$ cat config.mk
export PLATFORM = sky130hd
export DESIGN_NAME = countdown_timer_flat
export DESIGN_NICKNAME = d
export VERILOG_FILES = /design/src/rtl/countdown_timer_if.sv /design/src/rtl/countdown_timer.sv /design/src/flat_wrapper.sv
export SDC_FILE = /design/constraint.sdc
export NUM_CORES = 1
export LEC_CHECK = 0
export ABC_AREA = 1
export CORE_MARGIN = 2
export CORE_UTILIZATION = 50
export DETAILED_ROUTE_END_ITERATION = 8
export HOLD_SLACK_MARGIN = 0.15
export PLACE_DENSITY = 0.81
export SKIP_LAST_GASP = 1
export SLEW_MARGIN = 20
export SYNTH_ARGS = -nofsm -noshare
export SYNTH_HDL_FRONTEND = slang
export SYNTH_SLANG_ARGS = --single-unit
$ cat constraint.sdc
create_clock -name clk -period 2.6 [get_ports clk]
set_input_delay 0.52 -clock clk [delete_from_list [all_inputs] [get_ports clk]]
set_output_delay 0.52 -clock clk [all_outputs]
set_load 0.03 [all_outputs]
$ cat src/rtl/countdown_timer_if.sv
// Control/status bundle for countdown_timer: the controller drives start,
// stop, en, auto_reload and load_val; the timer returns count, busy and done.
interface countdown_timer_if #(
  parameter int WIDTH = 4
);
  logic             start;
  logic             stop;
  logic             en;
  logic             auto_reload;
  logic [WIDTH-1:0] load_val;
  logic [WIDTH-1:0] count;
  logic             busy;
  logic             done;

  modport master (
    output start, stop, en, auto_reload, load_val,
    input  count, busy, done
  );

  modport slave (
    input  start, stop, en, auto_reload, load_val,
    output count, busy, done
  );
endinterface

$ cat src/rtl/countdown_timer.sv
// Loadable down-counter with a one-cycle expiry pulse and optional
// auto-reload. Every output is a flop, so no input reaches an output
// combinationally. Priority each cycle: rst > stop > start > en.
module countdown_timer #(
  parameter int WIDTH = 4
) (
  input  logic               clk,
  input  logic               rst,
  countdown_timer_if.slave   bus
);

  typedef enum logic {IDLE, RUN} state_t;

  state_t           state;
  logic [WIDTH-1:0] count_q;
  logic [WIDTH-1:0] reload_q;
  logic             mode_q;
  logic             busy_q;
  logic             done_q;

  // Single-process FSM: state, count, the captured reload value/mode and the
  // registered busy/done outputs all update together.
  always_ff @(posedge clk) begin
    if (rst) begin
      state    <= IDLE;
      count_q  <= '0;
      reload_q <= '0;
      mode_q   <= 1'b0;
      busy_q   <= 1'b0;
      done_q   <= 1'b0;
    end else begin
      // done is a pulse: low unless this cycle is an expiry
      done_q <= 1'b0;
      if (bus.stop) begin
        // abort keeps reload_q/mode_q so the captured settings survive
        state   <= IDLE;
        busy_q  <= 1'b0;
        count_q <= '0;
      end else if (bus.start) begin
        if (bus.load_val != '0) begin
          // load or restart; en is ignored in this cycle
          reload_q <= bus.load_val;
          mode_q   <= bus.auto_reload;
          count_q  <= bus.load_val;
          state    <= RUN;
          busy_q   <= 1'b1;
        end else begin
          // zero load expires immediately
          state   <= IDLE;
          busy_q  <= 1'b0;
          count_q <= '0;
          done_q  <= 1'b1;
        end
      end else if (state == RUN && bus.en) begin
        if (count_q == WIDTH'(1)) begin
          // 1 -> expiry instead of 0, so the counter never wraps
          done_q <= 1'b1;
          if (mode_q) begin
            count_q <= reload_q;
          end else begin
            count_q <= '0;
            state   <= IDLE;
            busy_q  <= 1'b0;
          end
        end else begin
          count_q <= count_q - WIDTH'(1);
        end
      end
    end
  end

  assign bus.count = count_q;
  assign bus.busy  = busy_q;
  assign bus.done  = done_q;

endmodule
$ cat src/flat_wrapper.sv
// flat-port wrapper written by rule: the top's interface ports become plain ports
module countdown_timer_flat 
#(
  parameter int WIDTH = 4
)
  (clk, rst, bus_start, bus_stop, bus_en, bus_auto_reload, bus_load_val, bus_count, bus_busy, bus_done);
  countdown_timer_if #(.WIDTH(WIDTH)) bus_i ();
  input  logic clk;
  input  logic rst;
  input wire logic [$bits(bus_i.start)-1:0] bus_start;
  input wire logic [$bits(bus_i.stop)-1:0] bus_stop;
  input wire logic [$bits(bus_i.en)-1:0] bus_en;
  input wire logic [$bits(bus_i.auto_reload)-1:0] bus_auto_reload;
  input wire logic [$bits(bus_i.load_val)-1:0] bus_load_val;
  output wire logic [$bits(bus_i.count)-1:0] bus_count;
  output wire logic [$bits(bus_i.busy)-1:0] bus_busy;
  output wire logic [$bits(bus_i.done)-1:0] bus_done;
  assign bus_i.start = bus_start;
  assign bus_i.stop = bus_stop;
  assign bus_i.en = bus_en;
  assign bus_i.auto_reload = bus_auto_reload;
  assign bus_i.load_val = bus_load_val;
  assign bus_count = bus_i.count;
  assign bus_busy = bus_i.busy;
  assign bus_done = bus_i.done;
  countdown_timer #(.WIDTH(WIDTH)) u_core (.clk(clk), .rst(rst), .bus(bus_i));
endmodule
# Word level (Yosys, flattened, before mapping)
# Index checks and enable logic that the tools add are counted.
# word_totals
mem_bits_rw,0
memories,0
in_bits,10
word_cells,30
reg_bits,11
rom_bits,0
latchBits,0
# op_classes
add_sub_neg,1
n_eq_ne,2
reduce_logical,7
n_div,0
mux,14
bitwise,1
shift,0
order_cmp,0
multipliers,0
# op_table
op,count
two-way mux 4 bit,5
two-way mux 1 bit,9
AND reduction 3 bit,2
== test 4 x 1 -> 1 bit (second input constant),1
nonzero test 2 bit,2
nonzero test 4 bit,1
subtractor 4 x 1 -> 4 bit (second input constant),1
!= test 2 bit (second input constant),1
OR reduction 2 bit,1
logical AND 1 bit,1
inverter 1 bit,1

# Depth between registers and ports, before layout
# depth
depth_word,4
depth_mapped,9
mapped_depth_nobuf,9

# Least setup slack after synthesis
# No wires, ideal clock.
# synth_timing
path_kind,flip-flop to flip-flop
start,"register u_core.count_q[1], in the netlist u_core.bus.count[1]"
end,"register u_core.count_q[3], in the netlist u_core.bus.count[3]"
setup_ns,0.070
required_ns,2.530
setup_slack_ns,1.264
stages_incl_launch_ff,10
period_less_slack_ns,1.336
arrival_ns,1.266
path_cell_list,dfxtp_1 > inv_1 > ha_1 > inv_1 > nand2_1 > nand3_1 > nand2_1 > nand2_1 > nand2_1 > a21oi_1
# synth_via
elab_chain_len,4
# synth_rtl
element,line,text
from (decl),countdown_timer.sv:15,logic [WIDTH-1:0] count_q;
from (signal assigned),countdown_timer.sv:44,count_q <= bus.load_val;
from (signal assigned),countdown_timer.sv:59,count_q <= reload_q;
from (signal assigned),countdown_timer.sv:66,count_q <= count_q - WIDTH'(1);
subtractor 4 x 1 -> 4 bit or == test 4 x 1 -> 1 bit (tied branches),"countdown_timer.sv:66, countdown_timer.sv:55",
two-way mux 4 bit (*),countdown_timer.sv:55,if (count_q == WIDTH'(1)) begin
two-way mux 4 bit (*),countdown_timer.sv:54,end else if (state == RUN && bus.en) begin
two-way mux 4 bit (*),countdown_timer.sv:39,end else if (bus.start) begin
# Every way passes the cells marked *; elsewhere a longest branch is shown, timed or not. The select of a mux whose other input is x is not followed.
# A chain may end at the register's enable or synchronous reset.

# Worst setup path after layout
# layout_timing
start,"register u_core.count_q[2], in the netlist u_core.bus.count[2]"
end,output bus_count[2]
# layout_rtl
element,line,text
to (decl),flat_wrapper.sv:15,output wire logic [$bits(bus_i.count)-1:0] bus_count;
# No word-level cell between the ends.

==> impl_metrics.json <==
{
  "std_cell_rows": 13,
  "post_cts_buffers": 0,
  "die_width_microns": 40.25,
  "clkLatencyLatePin_ns": 0.27,
  "die_area_sq_um": 1620,
  "crit_family": "buffers and inverters",
  "n_fill_cell": 124,
  "rr_endpoint": "u_core.bus.count[2]",
  "r2r_slack_ns": 1.31,
  "fin_skew_ns": 0.0003521,
  "io_pins": 16,
  "htreeDepth": 1,
  "setup_viol": 0,
  "slew_violations": 0,
  "syn_inst": 96,
  "path_buf_inv": 1,
  "max_freq_mhz": 503.4,
  "cts_resized": 0,
  "drtPass1Iterations": 4,
  "ctsHoldBuffers": 0,
  "multi_input_area_sq_um": 377.9,
  "critPathCapture": "bus_count[2]",
  "instances_no_fill": 130,
  "worstPathCellList": "clkdlybuf4s50_1",
  "r2r_start": "u_core.bus.count[1]",
  "synthTopCellsByArea": "dfxtp_1, nand2_1, a21oi_1",
  "numPlacedInstances": 126,
  "design_power_total_uw": 387.0,
  "hold_path_class": "reg2reg",
  "drt_iter0_markers": 18,
  "synth_cell_types": 19,
  "vdd_ir_drop_max_mv": 0.3138,
  "syn-num-nets": 108,
  "maxSlewHeadroom_pct": 78.49,
  "grt_pass1_wl_mm": 2.359,
  "synth_seq_cells": 11,
  "place_hpwl_mm": 1.127,
  "cellPowerDensity_nw_per_um2": 454.2,
  "rsz0062_at_grt": "no",
  "grt_pass1_vias": 561,
  "syn_area_per_cell_sq_um": 6.843,
  "regArea_sq_um": 220.2,
  "worst_slew_pin_slew_ns": 0.3216,
  "nets": 128,
  "grt_usage_pct": 22.75,
  "yosysWarnings": 0,
  "startpoint": "u_core.bus.count[2]",
  "final-hold-violation-count": 0,
  "critPathRequiredTime_ns": 2.08,
  "grt_max_degree": 8,
  "final_common_cell": "nand2_1",
  "die_y_microns": 40.25,
  "ff2ff_path_depth": 7,
  "drt-vias-per-instance": 5.092,
  "crit_fanout": 6,
  "place_congestion": 0.8017,
  "clock_sink_count": 11,
  "post-route-min-period_ns": 1.986,
  "cp_slowest_cell": "clkdlybuf4s50_1",
  "synth_area_sq_um": 656.9,
  "max_cap_viol_count": 0,
  "cts_max_path_buffers": 2,
  "cts_tree": "done",
  "cpPeakStageDelay_ns": 0.72,
  "final_cell_mix": "nand2_1, clkdlybuf4s50_1, inv_1, a21oi_1",
  "p_leak_nw": 0.3704,
  "drive_gt1_share_pct": 9.565,
  "syn2layout_area_growth_pct": 29.71,
  "grt_overflow": 0,
  "wl_per_cell_microns": 10.92,
  "dr_total_vias": 662,
  "outcome": "completed",
  "ys_seq_area_share_pct": 33.52,
  "arrival_ns": 1.47,
  "path_clk_slew_ns": 0.07,
  "synth_top_area_cell": "dfxtp_1",
  "ant_nets": 0,
  "endpoint_kind": "output pin",
  "cp-start-kind": "register",
  "min_period_over_period_pct": 76.40,
  "antenna_found_initial": 0,
  "drc": 0,
  "initial_core_util_pct": 51.78,
  "path_depth": 1,
  "core-area_sq_um": 1269,
  "cts_root_buffer": "clkbuf_4",
  "path_class": "reg2out",
  "io_buffers": 15,
  "synth_top_area_share_pct": 33.52,
  "routed_wl_mm": 1.419,
  "cts_buffers": 3,
  "fin_tns_setup_ns": 0,
  "antennaDiodeCount": 0
}
==> report_power, final <==
part | switching [mW] | internal [mW] | total [mW]
Sequential | 0.00769 | 0.176 | 0.184
Clock | 0.0584 | 0.0595 | 0.118
Combinational | 0.0478 | 0.0376 | 0.0854
Total | 0.114 | 0.273 | 0.387
==> worst min path at each step <==
stage                                    end               start  slack, ns  cells after the start
after floorplan           u_core.reload_q[3]  u_core.reload_q[3]       0.43                      2
after global placement    u_core.reload_q[2]  u_core.reload_q[2]       0.46                      2
after detailed placement  u_core.reload_q[2]  u_core.reload_q[2]       0.46                      2
after CTS                 u_core.reload_q[2]  u_core.reload_q[2]       0.47                      2
after global routing      u_core.reload_q[2]  u_core.reload_q[2]       0.48                      2
final                     u_core.reload_q[2]  u_core.reload_q[2]       0.47                      2
==> cell usage after synthesis <==
master and instances:
a21oi_1 14, a21oi_2 1, dfxtp_1 11, ha_1 2
inv_1 14, inv_4 1, nand2_1 27, nand2_2 1
nand3_1 11, nand4_1 2, nand4_4 1, nor2_1 3
nor2_2 1, nor2_4 1, nor2_8 1, o21ai_0 1
o21ai_1 2, o21bai_1 1, or2_2 1
==> per-layer routing <==
metal  wire length (microns)  up-vias  track usage, %
met5                       0        -               0
met4                      37        0           12.50
met3                      55        5           5.000
met1                     627      289           29.25
li1                        -      352               -
met2                     698       16           35.08
==> kinds of logic after synthesis <==
family / count (synthesis) / share of synthesized area (%)
simple gates: 49 / 38.29
compound gates: 19 / 15.43
fa+ha+maj: 2 / 3.809
buf+inv: 15 / 8.953
flops: 11 / 33.52
==> cell type report <==
class	instances	area share, %
Tap cell	15	2.203
Sequential cell	11	25.84
Timing Repair Buffer	15	17.62
Multi-Input combinational cell	70	44.35
Clock buffer	4	3.084
Inverter	15	6.902
==> stage by stage <==
stage / util (%) / setup WS, ns / hold slack (ns) / instance area, sq um
after floorplan: - / 1.264 / 0.4336 / 656.9
after global placement: 65.09 / 0.7938 / 0.4608 / 825.8
final: 67.16 / 0.6137 / 0.4736 / 852.1
after CTS: 67.16 / 0.6076 / 0.4714 / 852.1
after global routing: 67.16 / 0.5647 / 0.4789 / 852.1
after detailed placement: 65.09 / 0.8036 / 0.4610 / 825.8
==> sequential cells by signal (all words and copies together), names as in the netlist <==
signal,count
u_core.reload_q,4
u_core.bus.busy,1
u_core.bus.done,1
u_core.mode_q,1
u_core.bus.count,4
Note: power is estimated with default switching activity, not from simulation.
==> RTL edit (config.mk and constraints unchanged) <==
`WIDTH` is set to 4 in 3 places; all go to 6.
--- a/src/rtl/countdown_timer_if.sv
+++ b/src/rtl/countdown_timer_if.sv
@@ -1,7 +1,7 @@
 // Control/status bundle for countdown_timer: the controller drives start,
 // stop, en, auto_reload and load_val; the timer returns count, busy and done.
 interface countdown_timer_if #(
-  parameter int WIDTH = 4
+  parameter int WIDTH = 6
 );
   logic             start;
   logic             stop;
--- a/src/rtl/countdown_timer.sv
+++ b/src/rtl/countdown_timer.sv
@@ -2,7 +2,7 @@
 // auto-reload. Every output is a flop, so no input reaches an output
 // combinationally. Priority each cycle: rst > stop > start > en.
 module countdown_timer #(
-  parameter int WIDTH = 4
+  parameter int WIDTH = 6
 ) (
   input  logic               clk,
   input  logic               rst,
--- a/src/flat_wrapper.sv
+++ b/src/flat_wrapper.sv
@@ -1,7 +1,7 @@
 // flat-port wrapper written by rule: the top's interface ports become plain ports
 module countdown_timer_flat 
 #(
-  parameter int WIDTH = 4
+  parameter int WIDTH = 6
 )
   (clk, rst, bus_start, bus_stop, bus_en, bus_auto_reload, bus_load_val, bus_count, bus_busy, bus_done);
   countdown_timer_if #(.WIDTH(WIDTH)) bus_i ();
Ports: changed (resized bus_count and bus_load_val); port bits go from 16 to 20. The function was not compared with the original's and may differ.
==> RTL edit against the original RTL <==
Fmax up 0.43%. Sequential share of layout area up 1.4 points. Routed wire length up 36%. Clock skew up 0.011 ns. Clock power up 12%. Global-route usage down 2.6 points. Area after synthesis up 32%. Setup slack better by 0.0085 ns. Final area up 30%. Via count up 38%. Count of clock-buffer cells in the layout down 1. Sequential cell count up 4. Power up 33%. Critical path type unchanged. Largest power group unchanged.
==> RTL edit: results (changes against the original RTL) <==
Ys async rst share = 0 (unchanged)
CP max stage cell = clkdlybuf4s50_1
CP delay by family, top = buffers and inverters
Total leakage power = 0.499 nW (+35%)
R2R Setup Slk = 1.15 ns (-0.16 ns)
Dpl ws = 0.772 ns (-0.0314 ns)
GRT Total Usage = 0.201 (-0.0262)
Synthesized Nets = 143 (+32%)
Clock-pin slew on the worst setup and hold paths = 0.09 ns (+0.02 ns)
Max IR drop VDD = 0.304 mV (-3.2%)
CTS Buf Count = 3 (unchanged)
Max Clock Skew = 0.0109 ns (+0.0106 ns)
CTS resizes = 0 (unchanged)
Slew Limit Headroom = 0.790 (+0.00487)
Worst R2R Start = u_core.bus.count[1]
Share of cells above drive strength 1 = 0.125 (+0.0293)
Starting DRC count in detailed routing = 39 (+21)
Post-DR vias/cell = 5.41 (+6.2%)
Clock Path Buffers = 2 (unchanged)
DRT Pass-1 Iters = 4 (unchanged)
Setup crit start = u_core.bus.count[3]
Critical path peak fanout = 6 (unchanged)
Top post-synthesis cells by area = dfxtp_1, nand2_1, nor2_1
Final nets = 167 (+30%)
Vias in the first global route = 753 (+34%)
YS warnings = 0 (unchanged)
Worst r2r path cells = 9 (+2)
GP Congestion = 0.867 (+8.2%)
Worst hold-check path type = register to register
Root Buffer = clkbuf_4
Top cells by count, synth = nand2_1, nor2_1, inv_1
Run status = completed
Post-detail-place hpwl = 1590 um (+41%)
End of the worst register-to-register path = u_core.bus.busy
Crit path capture = bus_count[3]
Worst-Skew Late Latency = 0.29 ns (+0.02 ns)
Hold wc startpoint = u_core.bus.busy
Largest net degree at the start of global routing = 11 (+3)
Detailed Route WL = 1930 um (+36%)
Post-synthesis sequential area ratio = 0.347 (+0.0121)
First-pass GRT wire length = 3060 um (+30%)
Yosys cell types = 19 (unchanged)
Worst path max stage delay = 0.71 ns
FMAX = 506 MHz (+0.43%)
# Post-CTS Setup Buffers = 0 (unchanged)
Port buffer count = 19 (+4)
Initial antenna violation count = 0 (unchanged)
Critical path arrival = 1.46 ns
Htree depth = 1 (unchanged)
[RTL edit: layout make-up]
type / count / area, um^2
Fill cell: 147 / 567
Sequential cell: 15 / 300
Clock inverter: 1 / 5.00
Timing Repair Buffer: 19 / 190
Clock buffer: 3 / 22.5
Tap cell: 17 / 21.3
Multi-Input combinational cell: 94 / 489
Inverter: 20 / 75.1
[RTL edit: per-stage QoR]
step	instance area, um^2	hold slack (ns)	power [W]	utilization	instances
after floorplan	865	0.455	0.000338	-	129
after global placement	1080	0.463	0.000384	0.644	165
after detailed placement	1080	0.478	0.000387	0.644	165
after CTS	1100	0.495	0.000519	0.661	169
after global routing	1100	0.515	0.000546	0.661	169
final	1100	0.496	0.000515	0.661	169
[RTL edit: logic make-up (layout without fill, tap and decap cells)]
family                   after synthesis  after routing  synth area share
AO/OA/AOI/OAI                         26             26             0.162
flip-flops                            15             15             0.347
buffers and inverters                 20             43            0.0868
adder cells (fa/ha/maj)                2              2            0.0289
AND/OR/NAND/NOR                       66             66             0.375
[RTL edit: per-layer routing]
metal	vias up	share of wire	track usage
met5	-	0	0
met4	0	0.018	0.0765
met3	6	0.051	0.0397
met2	33	0.47	0.338
met1	407	0.46	0.251
li1	468	-	-
[RTL edit: how the worst min path moves through the flow]
stage / slack (ns) / cells after the start / to
final: 0.50 / 2 / u_core.bus.busy
after detailed placement: 0.48 / 2 / u_core.reload_q[5]
after CTS: 0.49 / 2 / u_core.bus.busy
after global placement: 0.46 / 2 / u_core.bus.busy
after global routing: 0.51 / 2 / u_core.bus.busy
after floorplan: 0.46 / 2 / u_core.reload_q[4]
[RTL edit: worst reg2reg max path: stages, from the launching register on]
cell	delay (ns)
dfxtp_1	0.34
inv_1	0.11
ha_1	0.23
nand2_4	0.07
nor2_4	0.16
nand2_2	0.10
nand2_1	0.08
nand2_2	0.08
o21ai_2	0.11
a21oi_1	0.07
[RTL edit: where the power goes]
part	switching [W]	internal, W	leakage (nW)
clock network	0.0000748	0.0000572	0.0177
registers	0.0000119	0.000243	0.123
logic	0.0000744	0.0000537	0.358
